===== src/rtl/sram_arb_pkg.sv =====
// Shared types and static tie-off constants for the single-port SRAM arbiter.
package sram_arb_pkg;

  localparam int SRAM_AW = 9;
  localparam int SRAM_DW = 8;

  localparam logic [2:0] EMA_DEF   = 3'b010;
  localparam logic       STOV_VAL  = 1'b0;
  localparam logic [1:0] EMAW_VAL  = 2'b01;
  localparam logic       EMAS_VAL  = 1'b0;
  localparam logic       WABL_VAL  = 1'b0;
  localparam logic [1:0] WABLM_VAL = 2'b01;
  localparam logic       RET1N_VAL = 1'b1;

  typedef logic port_id_t;
  localparam port_id_t PORT_R0 = 1'b0;
  localparam port_id_t PORT_R1 = 1'b1;

  typedef struct packed {
    logic               we;
    logic [SRAM_AW-1:0] addr;
    logic [SRAM_DW-1:0] wdata;
  } req_t;

  function automatic port_id_t other_port(input port_id_t p);
    return ~p;
  endfunction

endpackage


===== src/rtl/sram_arb_rspbuf.sv =====
// Per-port read-response FIFO plus the read credit counter that keeps it from overflowing.
module sram_arb_rspbuf
  import sram_arb_pkg::*;
#(
  parameter int DW        = SRAM_DW,
  parameter int RSP_DEPTH = 2
) (
  input  logic          CLK,
  input  logic          RST,
  input  logic          rd_accept,
  input  logic          push,
  input  logic [DW-1:0] push_data,
  output logic          rsp_valid,
  input  logic          rsp_ready,
  output logic [DW-1:0] rsp_rdata,
  output logic          credit_ok
);

  localparam int PW = (RSP_DEPTH > 1) ? $clog2(RSP_DEPTH) : 1;
  localparam int CW = $clog2(RSP_DEPTH + 1);
  localparam logic [CW-1:0] CREDIT_MAX = CW'(RSP_DEPTH);

  logic [DW-1:0] mem_reg [RSP_DEPTH];
  logic [PW-1:0] wr_ptr_reg, rd_ptr_reg;
  logic [CW-1:0] count_reg, credit_reg;
  logic          pop;

  function automatic logic [PW-1:0] ptr_inc(input logic [PW-1:0] p);
    return (p == PW'(RSP_DEPTH - 1)) ? '0 : p + PW'(1);
  endfunction

  assign rsp_valid = (count_reg != '0);
  assign rsp_rdata = rsp_valid ? mem_reg[rd_ptr_reg] : '0;
  assign credit_ok = (credit_reg != '0);
  assign pop       = rsp_valid & rsp_ready;

  always_ff @(posedge CLK) begin
    if (push) mem_reg[wr_ptr_reg] <= push_data;
  end

  // A credit covers a read from accept until its response is consumed.
  always_ff @(posedge CLK or posedge RST) begin
    if (RST) begin
      wr_ptr_reg <= '0;
      rd_ptr_reg <= '0;
      count_reg  <= '0;
      credit_reg <= CREDIT_MAX;
    end else begin
      if (push) wr_ptr_reg <= ptr_inc(wr_ptr_reg);
      if (pop)  rd_ptr_reg <= ptr_inc(rd_ptr_reg);
      count_reg  <= count_reg + CW'(push) - CW'(pop);
      credit_reg <= credit_reg - CW'(rd_accept) + CW'(pop);
    end
  end

  a_no_overflow: assert property (@(posedge CLK) disable iff (RST) push |-> (count_reg < CREDIT_MAX));
  a_credit_max:  assert property (@(posedge CLK) disable iff (RST) credit_reg <= CREDIT_MAX);
  a_credit_use:  assert property (@(posedge CLK) disable iff (RST) rd_accept |-> credit_ok);

endmodule


===== src/rtl/sram_sp_arbiter.sv =====
// Two-port round-robin arbiter in front of a registered single-port SRAM macro.
// Define ARB_FIXED_PRIO_EN to replace round-robin with fixed r0-first priority.
module sram_sp_arbiter
  import sram_arb_pkg::*;
#(
  parameter int         AW        = SRAM_AW,
  parameter int         DW        = SRAM_DW,
  parameter int         RSP_DEPTH = 2,
  parameter logic [2:0] EMA_VAL   = EMA_DEF
) (
  input  logic          CLK,
  input  logic          RST,
  input  logic          r0_req_valid,
  output logic          r0_req_ready,
  input  logic          r0_req_we,
  input  logic [AW-1:0] r0_req_addr,
  input  logic [DW-1:0] r0_req_wdata,
  output logic          r0_rsp_valid,
  input  logic          r0_rsp_ready,
  output logic [DW-1:0] r0_rsp_rdata,
  input  logic          r1_req_valid,
  output logic          r1_req_ready,
  input  logic          r1_req_we,
  input  logic [AW-1:0] r1_req_addr,
  input  logic [DW-1:0] r1_req_wdata,
  output logic          r1_rsp_valid,
  input  logic          r1_rsp_ready,
  output logic [DW-1:0] r1_rsp_rdata,
  output logic          sram_cen,
  output logic          sram_gwen,
  output logic [AW-1:0] sram_a,
  output logic [DW-1:0] sram_d,
  input  logic [DW-1:0] sram_q,
  output logic          sram_stov,
  output logic [2:0]    sram_ema,
  output logic [1:0]    sram_emaw,
  output logic          sram_emas,
  output logic          sram_wabl,
  output logic [1:0]    sram_wablm,
  output logic          sram_ret1n
);

  logic [1:0]    req_valid, elig, gnt, rd_accept, push;
  logic [1:0]    rsp_valid, rsp_ready, credit_ok;
  logic [DW-1:0] rsp_rdata [2];
  req_t          req [2];
  req_t          sel;
  port_id_t      win;

  logic          cen_reg, gwen_reg;
  logic [AW-1:0] a_reg;
  logic [DW-1:0] d_reg;
  logic          iss_rd_reg, cap_rd_reg;
  port_id_t      iss_port_reg, cap_port_reg;

  assign req_valid = {r1_req_valid, r0_req_valid};
  assign rsp_ready = {r1_rsp_ready, r0_rsp_ready};
  assign req[0]    = '{we: r0_req_we, addr: r0_req_addr, wdata: r0_req_wdata};
  assign req[1]    = '{we: r1_req_we, addr: r1_req_addr, wdata: r1_req_wdata};

  genvar gi;
  generate
    for (gi = 0; gi < 2; gi++) begin : g_port
      assign elig[gi]      = req_valid[gi] & (req[gi].we | credit_ok[gi]);
      assign rd_accept[gi] = gnt[gi] & ~req[gi].we;
      assign push[gi]      = cap_rd_reg & (cap_port_reg == port_id_t'(gi));

      sram_arb_rspbuf #(.DW(DW), .RSP_DEPTH(RSP_DEPTH)) u_rspbuf (
        .CLK       (CLK),
        .RST       (RST),
        .rd_accept (rd_accept[gi]),
        .push      (push[gi]),
        .push_data (sram_q),
        .rsp_valid (rsp_valid[gi]),
        .rsp_ready (rsp_ready[gi]),
        .rsp_rdata (rsp_rdata[gi]),
        .credit_ok (credit_ok[gi])
      );
    end
  endgenerate

`ifdef ARB_FIXED_PRIO_EN
  assign gnt[0] = elig[0];
  assign gnt[1] = elig[1] & ~elig[0];
`else
  port_id_t rr_ptr_reg;

  assign gnt[0] = elig[0] & (~elig[1] | (rr_ptr_reg == PORT_R0));
  assign gnt[1] = elig[1] & (~elig[0] | (rr_ptr_reg == PORT_R1));

  always_ff @(posedge CLK or posedge RST) begin
    if (RST)       rr_ptr_reg <= PORT_R0;
    else if (|gnt) rr_ptr_reg <= other_port(win);
  end
`endif

  assign win          = gnt[1] ? PORT_R1 : PORT_R0;
  assign sel          = req[win];
  assign r0_req_ready = gnt[0];
  assign r1_req_ready = gnt[1];

  // The port/read tag travels two stages so it lines up with sram_q.
  always_ff @(posedge CLK or posedge RST) begin
    if (RST) begin
      cen_reg      <= 1'b0;
      gwen_reg     <= 1'b1;
      a_reg        <= '0;
      d_reg        <= '0;
      iss_rd_reg   <= 1'b0;
      iss_port_reg <= PORT_R0;
      cap_rd_reg   <= 1'b0;
      cap_port_reg <= PORT_R0;
    end else begin
      cen_reg <= |gnt;
      if (|gnt) begin
        gwen_reg <= ~sel.we;
        a_reg    <= sel.addr;
        d_reg    <= sel.wdata;
      end
      iss_rd_reg   <= (|gnt) & ~sel.we;
      iss_port_reg <= win;
      cap_rd_reg   <= iss_rd_reg;
      cap_port_reg <= iss_port_reg;
    end
  end

  assign sram_cen     = cen_reg;
  assign sram_gwen    = gwen_reg;
  assign sram_a       = a_reg;
  assign sram_d       = d_reg;
  assign r0_rsp_valid = rsp_valid[0];
  assign r1_rsp_valid = rsp_valid[1];
  assign r0_rsp_rdata = rsp_rdata[0];
  assign r1_rsp_rdata = rsp_rdata[1];

  assign sram_stov  = STOV_VAL;
  assign sram_ema   = EMA_VAL;
  assign sram_emaw  = EMAW_VAL;
  assign sram_emas  = EMAS_VAL;
  assign sram_wabl  = WABL_VAL;
  assign sram_wablm = WABLM_VAL;
  assign sram_ret1n = RET1N_VAL;

endmodule


===== config.mk =====
export PLATFORM = sky130hd
export DESIGN_NAME = sram_sp_arbiter
export DESIGN_NICKNAME = d
export VERILOG_FILES = /design/src/rtl/sram_arb_pkg.sv /design/src/rtl/sram_arb_rspbuf.sv /design/src/rtl/sram_sp_arbiter.sv
export SDC_FILE = /design/constraint.sdc
export NUM_CORES = 1
export LEC_CHECK = 0
export CAP_MARGIN = 20
export CORE_AREA = 2 2 63 125
export DETAILED_ROUTE_END_ITERATION = 12
export DIE_AREA = 0 0 65 127
export GPL_ROUTABILITY_DRIVEN = 0
export PLACE_DENSITY = 0.75
export SYNTH_ARGS = -nofsm -noshare
export SYNTH_HDL_FRONTEND = slang
export SYNTH_SLANG_ARGS = --single-unit

===== constraint.sdc =====
create_clock -name CLK -period 1.7 [get_ports CLK]
set_input_delay 0.51 -clock CLK [delete_from_list [all_inputs] [get_ports CLK]]
set_output_delay 0.51 -clock CLK [all_outputs]
set_load 0.02 [all_outputs]

## Word-level counts from Yosys, hierarchy flattened

Memories as Yosys holds them, arrays and structs flattened.
Cells that the tools add are included.

- Bits in registers: 36
- RAM bits: 32
- Input bits: 50
- Output and inout bits: 50
- Memories kept: 2

- Add/sub/neg operators: 12
- Order comparisons: 1
- Muxes and demuxes: 14
- Bitwise logic cells: 24
- Reductions and logical operators: 5

Memory list:

| memory | depth | bits a word | rd ports | clocked after memory_dff | write ports | RTL line | RTL |
|---|---|---|---|---|---|---|---|
| g_port[0].u_rspbuf.mem_reg | 2 | 8 | 1 | 0 | 1 | sram_arb_rspbuf.sv:23 | `logic [DW-1:0] mem_reg [RSP_DEPTH];` |
| g_port[1].u_rspbuf.mem_reg | 2 | 8 | 1 | 0 | 1 | sram_arb_rspbuf.sv:23 |  |

Operators by type and width:

| operator | number |
|---|---|
| 2-to-1 mux 18 bit | 3 |
| 2-to-1 mux 8 bit | 2 |
| bitwise AND 1 bit | 11 |
| 2-to-1 mux 1 bit | 9 |
| adder 2 x 1 -> 2 bit | 4 |
| NOT 1 bit | 8 |
| nonzero test 2 bit | 4 |
| subtractor 2 x 1 -> 2 bit | 4 |
| adder 1 bit, second input constant | 4 |
| OR 1 bit | 4 |
| >= comparator 2 bit, second input constant | 1 |
| NOT 1 -> 2 bit | 1 |
| OR reduction 2 bit | 1 |

## Longest topological paths before layout

Gate-level depths: netlist of run 1.

- Word-level depth: 13
- Depth in mapped cells: 9

## Cells and area by module

Synthesis of run 1 repeated with hierarchy kept, for this count alone.

- Cells, all modules: 217
- Area, all modules: 2959.1 um2

Modules (own cells, without submodules):

| module | times used | cells each | area an instance (um2) | seq. area each (um2) |
|---|---|---|---|---|
| sram_arb_rspbuf | 2 | 59 | 897.1 | 631.9 |
| sram_sp_arbiter | 1 | 99 | 1164.9 | 601.8 |

## Worst setup path before layout of run 1

No wires, ideal clock.

- Path type: input port to flip-flop
- From: input port r1_req_we
- To: register g_port[1].u_rspbuf.credit_reg[1]
- Setup time: 75 ps
- Arrival time: 1868 ps
- Slack: -243 ps
- Stages on the path: 9
- Cells stage by stage: o31a_2 o21ai_0 buf_2 nor2_1 ha_1 inv_1 ha_1 xnor2_1 xnor2_1

- Cells in the longest elaborated chain, start to end: 6
- Elaborated cells on any way between the ends: 7

Ends and longest elaborated chain:

| element | RTL line | RTL |
|---|---|---|
| start: declaration | sram_sp_arbiter.sv:23 | `input logic r1_req_we,` |
| OR 1 bit | sram_sp_arbiter.sv:64 | `assign elig[gi] = req_valid[gi] & (req[gi].we \| credit_ok[gi]);` |
| bitwise AND 1 bit | sram_sp_arbiter.sv:64 |  |
| bitwise AND 1 bit | sram_sp_arbiter.sv:89 | `assign gnt[1] = elig[1] & (~elig[0] \| (rr_ptr_reg == PORT_R1));` |
| bitwise AND 1 bit * | sram_sp_arbiter.sv:65 | `assign rd_accept[gi] = gnt[gi] & ~req[gi].we;` |
| subtractor 2 x 1 -> 2 bit * | sram_arb_rspbuf.sv:52 | `credit_reg <= credit_reg - CW'(rd_accept) + CW'(pop);` |
| adder 2 x 1 -> 2 bit * | sram_arb_rspbuf.sv:52 |  |
| end signal: assignment | sram_arb_rspbuf.sv:52 |  |
| end: declaration | sram_arb_rspbuf.sv:25 | `logic [CW-1:0] count_reg, credit_reg;` |

Mark *: on every way between the ends. The rest lies on a longest branch, timed or not.
A chain may end at the register's enable or synchronous reset.

## Worst setup path in the final report of run 1

- From: register g_port[0].u_rspbuf.credit_reg[0]
- To: output port r0_req_ready

- Cells in the longest elaborated chain, start to end: 4

Ends and longest elaborated chain:

| element | RTL line | RTL |
|---|---|---|
| start: declaration | sram_arb_rspbuf.sv:25 |  |
| start signal: assignment | sram_arb_rspbuf.sv:52 |  |
| nonzero test 2 bit | sram_arb_rspbuf.sv:34 | `assign credit_ok = (credit_reg != '0);` |
| OR 1 bit | sram_sp_arbiter.sv:64 |  |
| bitwise AND 1 bit | sram_sp_arbiter.sv:64 |  |
| bitwise AND 1 bit | sram_sp_arbiter.sv:88 | `assign gnt[0] = elig[0] & (~elig[1] \| (rr_ptr_reg == PORT_R0));` |
| end: declaration | sram_sp_arbiter.sv:14 | `output logic r0_req_ready,` |

No other way between the ends.

==> impl_results.md, run 1 <==
* Status: complete, but fails checks
* Failing checks: negative setup slack
* Largest net degree at the start of global routing at 37
* Final cycle utilization of the critical path at 115%
* Peak VDD IR at 0.00106 V
* Wire per inst at 15.7 um
* Max cap viols at 0
* Cell Area, Synth at 2920 sq um
* Ys Warns at 0
* Post-synthesis mux area share at 5.48%
* CTS clk-pin slew, worst paths at 0.05 ns
* Die Wd at 65 um
* Non-filler cells, final at 446
* Sequential share of the synthesized area at 63.8%
* Antenna violations before repair at 0
* CP Data Required Time at 1.19 ns
* Via-per-instance ratio at 4.85
* Post-Synth XOR/XNOR Area at 3.59%
* Clock Sinks at 68
* Latest clock arrival within the worst-skew pair at 0.32 ns
* Max reg flops at 32
* WHS at 0.349 ns
* Adder-cell share of the synthesized area at 3.42%
* Sequential Area at 1870 sq um
* Synth Area in Compound Gates at 9.37%
* Critical Path Fanout Max at 4
* Synth Area in Simple Gates at 8.26%
* Main combinational cell family by area after synthesis: compound AO/OA/AOI/OAI gates
* Via count of the routed design at 2163
* IO Pins at 100
* Max Freq at 513 MHz
* Syn Area/Cell at 13.7 sq um
* Final nets at 407
* Die Ht at 127 um
* H-tree depth at 3
* I/O Buffers at 88
* Fillers at 559
* Iter 0 DRT Violations at 46
* Critical Path Sink Type: output pin
* Setup Viol. Count Final at 21
* CP startpoint kind: flop
* DP Area at 4140 sq um
* Row count at 44
* Top post-synthesis cells by area: edfxtp_1, dfrtp_1, o221a_2
* DP Worst Slack at -0.902 ns
* Starting Density at 40.5%
* Unrepaired setup endpoints after global routing: yes
* Die area at 8260 sq um
* First-pass iteration count of the detailed router at 4
* Layout area overhead at 60.2%
* Min-delay worst type: flop to flop
* Grt total ovfl at 0
* Inserted Diodes at 0
* Area fraction of the dominant cell type after synthesis at 32.9%
* First-pass GRT wire length at 11300 um
* Period minus WS final at 1.95 ns
* Crit Path Category: flop to output pin
* Max Clock Skew at 0.00406 ns
* Final hold vios at 0
* Hold_buf cts at 0
* ANT nets after route at 0
* GRT Overall Usage at 18.6%
* Cells after DPL at 413
* PD cells at 1750 nW/um^2
* Vias in the first global route at 2303
* Cell count after synthesis at 214
* Post-DP HPWL at 4950 um
* CTS tree: done
* Worst setup margin at -0.251 ns
* Fraction of layout cells with a size suffix above 1 at 36.7%
* CTS Buf Count at 9
* CP Data Arrival Time at 1.44 ns
* Post-route cell area at 4680 sq um
* Slew Viols, Final at 0
* Post-synth top area cell: edfxtp_1
* Register bit total from synthesis at 68
* WL final at 7000 um
* Number of remaining DRC errors at 0
* Max clock buf depth at 2
* Static Leak at 1.99 nW
* Clock Tree Root: clkbuf_16
* Core Footprint at 7210 sq um
* Final Core Density at 64.9%
* Synth unique cells at 31
* Area of the multi-input gates at 1080 sq um
repair_timing:
item,CTS,global route
endpoints found under the setup margin,61,43
gates cloned,2,0
pin swaps,9,13
setup buffers,9,9
resized for setup,138,34
hold endpoints to repair,0,0
worst max-delay path, cell delays in order (launching register included):
cell and delay [ns]:
dfrtp_1 0.42, o31ai_4 0.38, buf_6 0.15, nor2_4 0.04
buf_6 0.12
cell families after synthesis:
kind of cell | count (synthesis)
flops | 68
simple gates | 49
buf+inv | 32
compound gates | 27
mux | 16
xor+xnor | 12
fa+ha+maj | 8
other cells | 2
worst paths after layout:
check	from	to	slack [ns]	cells after the start
max	g_port[0].u_rspbuf.credit_reg[0]$_DFF_PP0_	r0_req_ready	-0.25	4
min	iss_rd_reg$_DFF_PP0_	cap_rd_reg$_DFF_PP0_	0.35	0
max reg2reg	g_port[0].u_rspbuf.credit_reg[0]$_DFF_PP0_	g_port[0].u_rspbuf.credit_reg[1]$_DFF_PP1_	-0.16	8
min reg2reg	iss_rd_reg$_DFF_PP0_	cap_rd_reg$_DFF_PP0_	0.35	0
max in group asynchronous	RST	g_port[0].u_rspbuf.credit_reg[1]$_DFF_PP1_	0.89	3
min in group asynchronous	RST	sram_a[0]$_DFFE_PP0P_	0.54	3
layout by cell type, fill, tap and decap left out, drive strengths merged, types with 2 or more instances in the layout:
master         Yosys  layout
nand2              4       4
xor2               2       2
a21oi              2       2
edfxtp            32      32
xnor2             10      10
inv               12      12
conb               2      11
buf               17      68
mux2i             16      16
or3               17      17
o31ai              2       2
ha                 8       8
dfstp              3       3
dlygate4sd2        0      21
o221a             17      17
o21ai              2       2
clkinv             0       3
bufinv             0       3
dfrtp             33      33
clkbuf             3      11
nor2b              2       2
clkdlybuf4s50      0      45
nor2              23      23
Yosys cell counts:
master / count
or3_2: 1
edfxtp_1: 32
dfrtp_1: 33
o221a_2: 17
nand2_2: 1
ha_1: 8
o31a_2: 1
dfstp_2: 3
nor2b_1: 2
buf_2: 6
conb_1: 2
a21oi_1: 2
xor2_1: 2
nand2_1: 3
o311a_1: 1
o21bai_1: 1
clkbuf_2: 1
o22ai_1: 1
and3_1: 1
nor2_1: 23
o21ai_0: 2
inv_1: 12
o31ai_1: 1
o31ai_4: 1
clkbuf_1: 2
nor3_1: 1
xnor2_1: 10
nand2b_1: 1
mux2i_1: 16
buf_4: 11
or3_1: 16
through the flow:
step / total power, mW / TNS, ns
after global placement: 5.78 / -17.16
after floorplan: 4.26 / -0.375
after detailed placement: 5.86 / -18.34
after CTS: 7.97 / -2.79
final: 8.20 / -2.10
after global routing: 8.63 / -3.70
final cells by class:
cell class	count	share of cell area, %
flip-flops and latches	68	39.9
clock buffers	10	4.89
well taps	92	2.46
repair buffers	135	26.5
multi-input cells	123	23.1
inverters	12	1.02
clock inverters	6	2.19
report_power, final:
part           internal, mW  total [mW]  leakage, nW  switching, mW
Combinational          1.90        3.63         1.12           1.74
Sequential             2.22        2.51        0.700          0.287
Clock                  1.42        2.06        0.162          0.639
Total                  5.54        8.20         1.99           2.66
metal layers:
metal	GRT usage [%]	wire length (um)	share of wire [%]
met5	0	0	0
met4	10.6	286	4.1
met3	5.46	391	5.6
met2	34.1	3980	57
met1	17.6	2330	33
(Power assumes the default switching activity.)
==> run 2, diff against run 1 <==
- SLEW_MARGIN: not set -> 20
==> results of run 2 <==
No change in the layout: final DEF, timing and power equal those of run 1.
